[src/rtl/alu_result_collector_if.sv]
// Handshake bundle between the ALU result producer, the collector and the downstream consumer.
// The collector takes the slave view; the producer/consumer side takes the master view.
interface alu_result_collector_if;
  logic       in_valid;
  logic       in_ready;
  logic [7:0] in_data;
  logic [2:0] in_sel;
  logic       out_valid;
  logic       out_ready;
  logic [7:0] out_data;
  logic [2:0] out_sel;
  logic [2:0] out_flags;

  modport master (
    output in_valid, in_data, in_sel, out_ready,
    input  in_ready, out_valid, out_data, out_sel, out_flags
  );

  modport slave (
    input  in_valid, in_data, in_sel, out_ready,
    output in_ready, out_valid, out_data, out_sel, out_flags
  );
endinterface

[src/rtl/alu_result_collector.sv]
// Collects ALU results with their selector and {P,N,Z} flags into a small FIFO, and keeps
// a saturating running sum plus a wrapping result counter for on-chip self-check.
module alu_result_collector #(
  parameter int DEPTH = 4,
  parameter int ACC_W = 12
) (
  input  logic                     clk,
  input  logic                     rst,
  alu_result_collector_if.slave    bus,
  input  logic                     clr,
  output logic [ACC_W-1:0]         acc,
  output logic                     acc_sat,
  output logic [7:0]               res_count,
  output logic [$clog2(DEPTH):0]   level
);

  localparam int AW      = $clog2(DEPTH);
  localparam int ENTRY_W = 14;

  localparam logic [AW-1:0]    PTR_ONE  = AW'(1);
  localparam logic [AW:0]      LVL_ONE  = (AW+1)'(1);
  localparam logic [AW:0]      LVL_FULL = (AW+1)'(DEPTH);
  localparam logic [ACC_W-1:0] ACC_MAX  = '1;

  // Flags in {P,N,Z} order: odd parity, sign bit, zero.
  function automatic logic [2:0] flags_of(input logic [7:0] d);
    return {^d, d[7], ~|d};
  endfunction

  // Returns {overflowed, saturated_sum}. One extra bit is enough to see overflow
  // because an 8-bit addend can never carry twice into an ACC_W >= 9 accumulator.
  function automatic logic [ACC_W:0] sat_add(input logic [ACC_W-1:0] a,
                                             input logic [7:0]       d);
    logic [ACC_W:0] sum;
    sum = {1'b0, a} + {{(ACC_W-7){1'b0}}, d};
    if (sum[ACC_W]) begin
      return {1'b1, ACC_MAX};
    end
    return sum;
  endfunction

  logic [ENTRY_W-1:0] mem [DEPTH];
  logic [AW-1:0]      wr_ptr;
  logic [AW-1:0]      rd_ptr;
  logic [AW:0]        level_q;

  logic               push;
  logic               pop;
  logic               vld_p1;
  logic [ENTRY_W-1:0] entry_p0;
  logic [ENTRY_W-1:0] head_p1;
  logic               acc_ovf_p0;
  logic [ACC_W-1:0]   acc_sum_p0;

  // ---- stage p0: incoming result, flag generation and accumulator candidate ----
  assign bus.in_ready = (level_q != LVL_FULL);
  assign push         = bus.in_valid & bus.in_ready;
  assign entry_p0     = {bus.in_data, bus.in_sel, flags_of(bus.in_data)};
  assign {acc_ovf_p0, acc_sum_p0} = sat_add(acc, bus.in_data);

  // Entry storage carries data only, so it is deliberately left out of reset.
  always_ff @(posedge clk) begin
    if (push) begin
      mem[wr_ptr] <= entry_p0;
    end
  end

  always_ff @(posedge clk) begin
    if (rst) begin
      wr_ptr  <= '0;
      rd_ptr  <= '0;
      level_q <= '0;
    end else begin
      if (push) begin
        wr_ptr <= wr_ptr + PTR_ONE;
      end
      if (pop) begin
        rd_ptr <= rd_ptr + PTR_ONE;
      end
      if (push && !pop) begin
        level_q <= level_q + LVL_ONE;
      end else if (pop && !push) begin
        level_q <= level_q - LVL_ONE;
      end
    end
  end

  // clr wins over a same-cycle accept for the statistics, but never blocks the FIFO write.
  always_ff @(posedge clk) begin
    if (rst || clr) begin
      acc       <= '0;
      acc_sat   <= 1'b0;
      res_count <= '0;
    end else if (push) begin
      acc       <= acc_sum_p0;
      acc_sat   <= acc_sat | acc_ovf_p0;
      res_count <= res_count + 8'd1;
    end
  end

  // ---- stage p1: registered head entry presented to the consumer ----
  assign vld_p1        = (level_q != '0);
  assign pop           = vld_p1 & bus.out_ready;
  assign head_p1       = mem[rd_ptr];
  assign bus.out_valid = vld_p1;
  assign bus.out_data  = vld_p1 ? head_p1[13:6] : 8'd0;
  assign bus.out_sel   = vld_p1 ? head_p1[5:3]  : 3'd0;
  assign bus.out_flags = vld_p1 ? head_p1[2:0]  : 3'd0;
  assign level         = level_q;

endmodule

[src/flat_wrapper.sv]
// flat-port wrapper written by rule: the top's interface ports become plain ports
module alu_result_collector_flat 
#(
  parameter int DEPTH = 4,
  parameter int ACC_W = 12
)
  (clk, rst, clr, acc, acc_sat, res_count, level, bus_in_valid, bus_in_data, bus_in_sel, bus_out_ready, bus_in_ready, bus_out_valid, bus_out_data, bus_out_sel, bus_out_flags);
  alu_result_collector_if bus_i ();
  input  logic clk;
  input  logic rst;
  input  logic clr;
  output logic [ACC_W-1:0] acc;
  output logic acc_sat;
  output logic [7:0] res_count;
  output logic [$clog2(DEPTH):0] level;
  input wire logic [$bits(bus_i.in_valid)-1:0] bus_in_valid;
  input wire logic [$bits(bus_i.in_data)-1:0] bus_in_data;
  input wire logic [$bits(bus_i.in_sel)-1:0] bus_in_sel;
  input wire logic [$bits(bus_i.out_ready)-1:0] bus_out_ready;
  output wire logic [$bits(bus_i.in_ready)-1:0] bus_in_ready;
  output wire logic [$bits(bus_i.out_valid)-1:0] bus_out_valid;
  output wire logic [$bits(bus_i.out_data)-1:0] bus_out_data;
  output wire logic [$bits(bus_i.out_sel)-1:0] bus_out_sel;
  output wire logic [$bits(bus_i.out_flags)-1:0] bus_out_flags;
  assign bus_i.in_valid = bus_in_valid;
  assign bus_i.in_data = bus_in_data;
  assign bus_i.in_sel = bus_in_sel;
  assign bus_i.out_ready = bus_out_ready;
  assign bus_in_ready = bus_i.in_ready;
  assign bus_out_valid = bus_i.out_valid;
  assign bus_out_data = bus_i.out_data;
  assign bus_out_sel = bus_i.out_sel;
  assign bus_out_flags = bus_i.out_flags;
  alu_result_collector #(.DEPTH(DEPTH), .ACC_W(ACC_W)) u_core (.clk(clk), .rst(rst), .bus(bus_i), .clr(clr), .acc(acc), .acc_sat(acc_sat), .res_count(res_count), .level(level));
endmodule
[config.mk]
export PLATFORM = sky130hd
export DESIGN_NAME = alu_result_collector_flat
export DESIGN_NICKNAME = d
export VERILOG_FILES = /design/src/rtl/alu_result_collector_if.sv /design/src/rtl/alu_result_collector.sv /design/src/flat_wrapper.sv
export SDC_FILE = /design/constraint.sdc
export NUM_CORES = 1
export LEC_CHECK = 0
export CAP_MARGIN = 30
export CORE_MARGIN = 2
export CORE_UTILIZATION = 60
export CTS_BUF_LIST = sky130_fd_sc_hd__clkbuf_8
export DETAILED_ROUTE_END_ITERATION = 7
export PLACE_DENSITY = 0.88
export SYNTH_ARGS = -nofsm -noshare
export SYNTH_HDL_FRONTEND = slang
export SYNTH_SLANG_ARGS = --single-unit
[constraint.sdc]
create_clock -name clk -period 7 [get_ports clk]
set_clock_uncertainty 0.2 [all_clocks]
set_input_delay 1.4 -clock clk [delete_from_list [all_inputs] [get_ports clk]]
set_output_delay 1.4 -clock clk [all_outputs]
set_load 0.02 [all_outputs]
Yosys cells after proc, flatten, opt, wreduce, memory -nomap -nowiden --
Memories as Yosys holds them, arrays and structs flattened. A register that Yosys moved wholly into a read port is not among the register bits. Cells that the tools add are included.
Word-level totals: register bits after elaboration 28, bits in writable memories 56, output and inout bits 40, memories kept 1
Memories:
- u_core.mem | words 4, bits a word 14, rd ports 1, clocked after memory_dff 1, write ports 1, RTL line alu_result_collector.sv:42 | logic [ENTRY_W-1:0] mem [DEPTH];
Operators by class: add/subtract/negate cells 6, eq/ne operators 1, mux-type cells 12, bitwise gates (word level) 3, reductions and logical operators 10
Operator list (number):
- $mux W13 | 2
- $add A12 B8 Y13 | 1
- $mux W3 | 4
- $add A8 B1 Y8 const B | 1
- $mux W8 | 1
- $reduce_or A8 Y1 | 1
- $reduce_xor A8 Y1 | 1
- $add A2 B1 Y2 const B | 2
- $mux W2 | 2
- $add A3 B1 Y3 const B | 1
- $logic_not A1 Y1 | 3
- $mux W1 | 3
- $ne A3 B3 Y1 const B | 1
- $reduce_bool A3 Y1 | 1
- $sub A3 B1 Y3 const B | 1
- $and A1 B1 Y1 | 2
- $logic_and A1 B1 Y1 | 2
- $reduce_bool A2 Y1 | 1
- $logic_or A1 B1 Y1 | 1
- $or A1 B1 Y1 | 1

Logic depth before layout (Yosys ltp) --
word-level depth 6, mapped depth 11, gate-level depth less buffers 9

Worst setup path after synthesis --
OpenSTA, ideal clock, no wires.
path kind reg-to-output, from reg (tool-made name), to out bus_out_flags[1], arrival 1568 ps, setup slack 3832 ps, stages on the path, launching flop included 5, cell sequence dfxtp_1 buf_4 mux4_2 and2_1 buf_4
RTL lines:
- end, declared | RTL line flat_wrapper.sv:24 | output wire logic [$bits(bus_i.out_flags)-1:0] bus_out_flags;

==> run metrics <==
commonest non-fill, non-tap cells in the layout=clkdlybuf4s50_1 (55), edfxtp_1 (52), dfxtp_1 (30); start point of the worst hold path=u_core.acc_sat; fin crit period=4.12 ns; required time of the critical path=5.40 ns; main combinational cell family by area after synthesis=simple AND/OR/NAND/NOR gates; commonest non-fill, non-tap cell in the layout=clkdlybuf4s50_1; number of distinct library cell variants in the gate-level netlist after synthesis=between 40 and 50; CTS Buffer Depth=2; Maximum Capacitance Violations=0; drt wl/cell=16.1 µm; worst voltage drop across the vdd grid=0.204 mV; initial antenna violation count=0; Post-Synthesis Net Count=305; Clk pin slew, worst setup/hold paths=about 0.07 ns; share of synthesized area spent on multiplexers=0.0846; register-to-register setup slack=4.33 ns; remaining number of nets flagged by the antenna check after routing=0; part of the cycle the worst path needs=0.589; number of violations reported at the end of detailed-routing iteration 0=116; path category of the worst min-delay check=reg2reg; fill cell total of the finished layout=396; path type of the worst setup path=reg2out; final non-filler cell area=4440 µm²; H-Tree Depth=3; primary flip-flop cell chosen by synthesis mapping=edfxtp_1; terminating pin of the worst hold path=u_core.acc_sat; boundary pin count=56; TritonCTS Buffers=9; detail-routed via count per cell=5.63; TritonCTS Sinks=82; total of endpoints with negative setup slack in the final report=0; Post-Synth XOR/XNOR Area=0.0474; final net count=361; wirelength, routed=6510 µm; simple-gate share of the synthesized area=0.0954; Port Buffer Count=55; Setup Buffers After CTS=0; synthesis-stage register bit count=a little over 80; area share of fa/ha/maj cells after synthesis=0.0717; maximum number of pins on one net before global-route repair=27; beginning of the worst register-to-register path=u_core.level[0]; Leakage=between 1.5 and 2 nW; clock tree from TritonCTS=built; residual overflow from global routing=0; Overall Global Routing Usage=0.208; CP Data Arrival Time=around 2.5 ns; post-cts resize count=0; final number of hold-violating endpoints=0; core region area=5960 µm²; synthesized instance count=269; GPL Wtd Cong=around 0.93; status=completed; clock network latency to the later pin of the worst-skew pair=0.34 ns; cell depth of the worst min-delay path=2; first-pass GRT wire length=roughly 10000 µm; highest fanout seen on the critical path=13; Initial Util=0.621; Post-Synthesis Cell Area=3700 µm²; CP Launch Type=flip-flop; remaining routing DRC violations=0; root cell of the clock tree=clkbuf_8; proportion of register bits with asynchronous set or reset after synthesis=0; detailed-placement wirelength estimate=4590 µm; slew of the pin with the lowest slew margin=0.826 ns; CTS Hold Bufs=0; count of cells along the worst register-to-register path=8; Syn-to-layout area delta=20.1%; Antenna diodes=0; via count of the first global-routing pass=2171; synth warn=0; number of cell rows=28; compound-gate portion of the synthesized area=0.0839; power density relative to cell area=roughly 320 nW/µm²; number of flops mapped to enable cells by yosys=52; RR Endpoint=u_core.level[2]; summed negative setup slack over all endpoints=0 ns; average instance area after synthesis=13.7 µm²; Max Transition Viols Final=0; horizontal die dimension=slightly above 80 µm; register area share after synthesis=0.585; worst relative slew slack=0.448; fraction of layout instances using a drive strength above 1=0.106; cell area after placement=4280 µm²; Vias=around 2.3k; DIE AREA=just under 7000 µm²; overall die height=between 80 and 90 µm; capturing element type of the critical path=output port; count of TritonRoute iterations in the first routing pass=4; Max Freq=0.243 GHz; RSZ-0062 raised after global routing=false
==> cell families after synthesis <==
family	after synthesis
muxes	15
xor gates and xnor gates	20
AOI/OAI and AO/OA	43
DFF	82
and+or+nand+nor	65
buffers and inverters	24
adders and majority gates	20
==> stage by stage <==
| step | instances | power [mW] | util | hold slack, ns | setup slack, ns |
|---|---|---|---|---|---|
| finish | 405 | 1.44 | 0.746 | 0.255 | 2.88 |
| global route | 405 | 1.52 | 0.746 | 0.285 | 2.68 |
| CTS | 405 | 1.45 | 0.746 | 0.261 | 2.81 |
| detailed placement | 389 | 1.17 | 0.718 | 0.250 | 3.09 |
| global placement | 389 | 1.15 | 0.718 | 0.238 | 3.15 |
| floorplan | 269 | 0.980 | - | 0.268 | 3.83 |
==> flip-flops by register name (all words and copies together) (netlist names), named ones only <==
signal            cells
u_core.res_count      8
u_core.acc           12
u_core.mem           52
u_core.acc_sat        1
u_core.wr_ptr         2
u_core.level          3
u_core.rd_ptr         2
==> synthesized netlist by cell type (2+ instances only) <==
library cell	number	area, µm²
and4_1	2	17.5
buf_6	2	22.5
inv_1	13	48.8
or3_1	3	18.8
nor3_1	2	10.0
clkbuf_1	4	15.0
mux4_2	13	293
buf_4	3	22.5
o221a_2	4	45.0
and2_1	13	81.3
fa_1	2	40.0
a211oi_2	2	25.0
xor2_1	10	87.6
a31oi_1	6	37.5
xnor2_1	10	87.6
nand4_1	2	12.5
nand3_1	4	20.0
a21o_1	2	15.0
mux2i_1	2	20.0
edfxtp_1	52	1560
nand2_1	12	45.0
a21oi_1	10	50.1
and3_1	7	43.8
ha_1	18	225
o21ai_0	9	45.0
dfxtp_1	30	601
nor2_1	15	56.3
==> per-layer routing <==
| metal | routed length [µm] | global-route usage |
|---|---|---|
| met4 | 83 | 0.0705 |
| met1 | 2910 | 0.269 |
| met2 | 3180 | 0.341 |
| met5 | 0 | 0 |
| met3 | 330 | 0.0543 |
==> worst max-delay path by stage <==
stage,start,end,cells after the start
floorplan,flip-flop,bus_out_flags[1],4
global placement,bus_in_valid,u_core.level[2],9
detailed placement,bus_in_valid,u_core.level[2],9
CTS,flip-flop,bus_out_data[2],3
global route,flip-flop,bus_out_flags[1],3
finish,flip-flop,bus_out_data[2],3
==> where the power goes <==
part	switching, mW	internal [mW]
Combinational	0.265	0.265
Sequential	0.0496	0.576
Clock	0.153	0.133
Total	0.468	0.974
==> final cells by class <==
| type | count | area [µm²] | area share |
|---|---|---|---|
| Multi-Input combinational cell | 163 | 1420 | 0.319 |
| Timing Repair Buffer | 55 | 551 | 0.124 |
| Inverter | 14 | 55.1 | 0.0124 |
| Clock buffer | 10 | 138 | 0.0310 |
| Tap cell | 75 | 93.8 | 0.0211 |
| Clock inverter | 6 | 27.5 | 0.00620 |
| Sequential cell | 82 | 2160 | 0.487 |
==> worst max-delay path, cell delays in order, from the launching register on <==
cell and delay [ns]:
dfxtp_1 0.86, mux4_2 0.60, and2_1 0.17, clkdlybuf4s50_1 0.54
(Power assumes the default switching activity.)
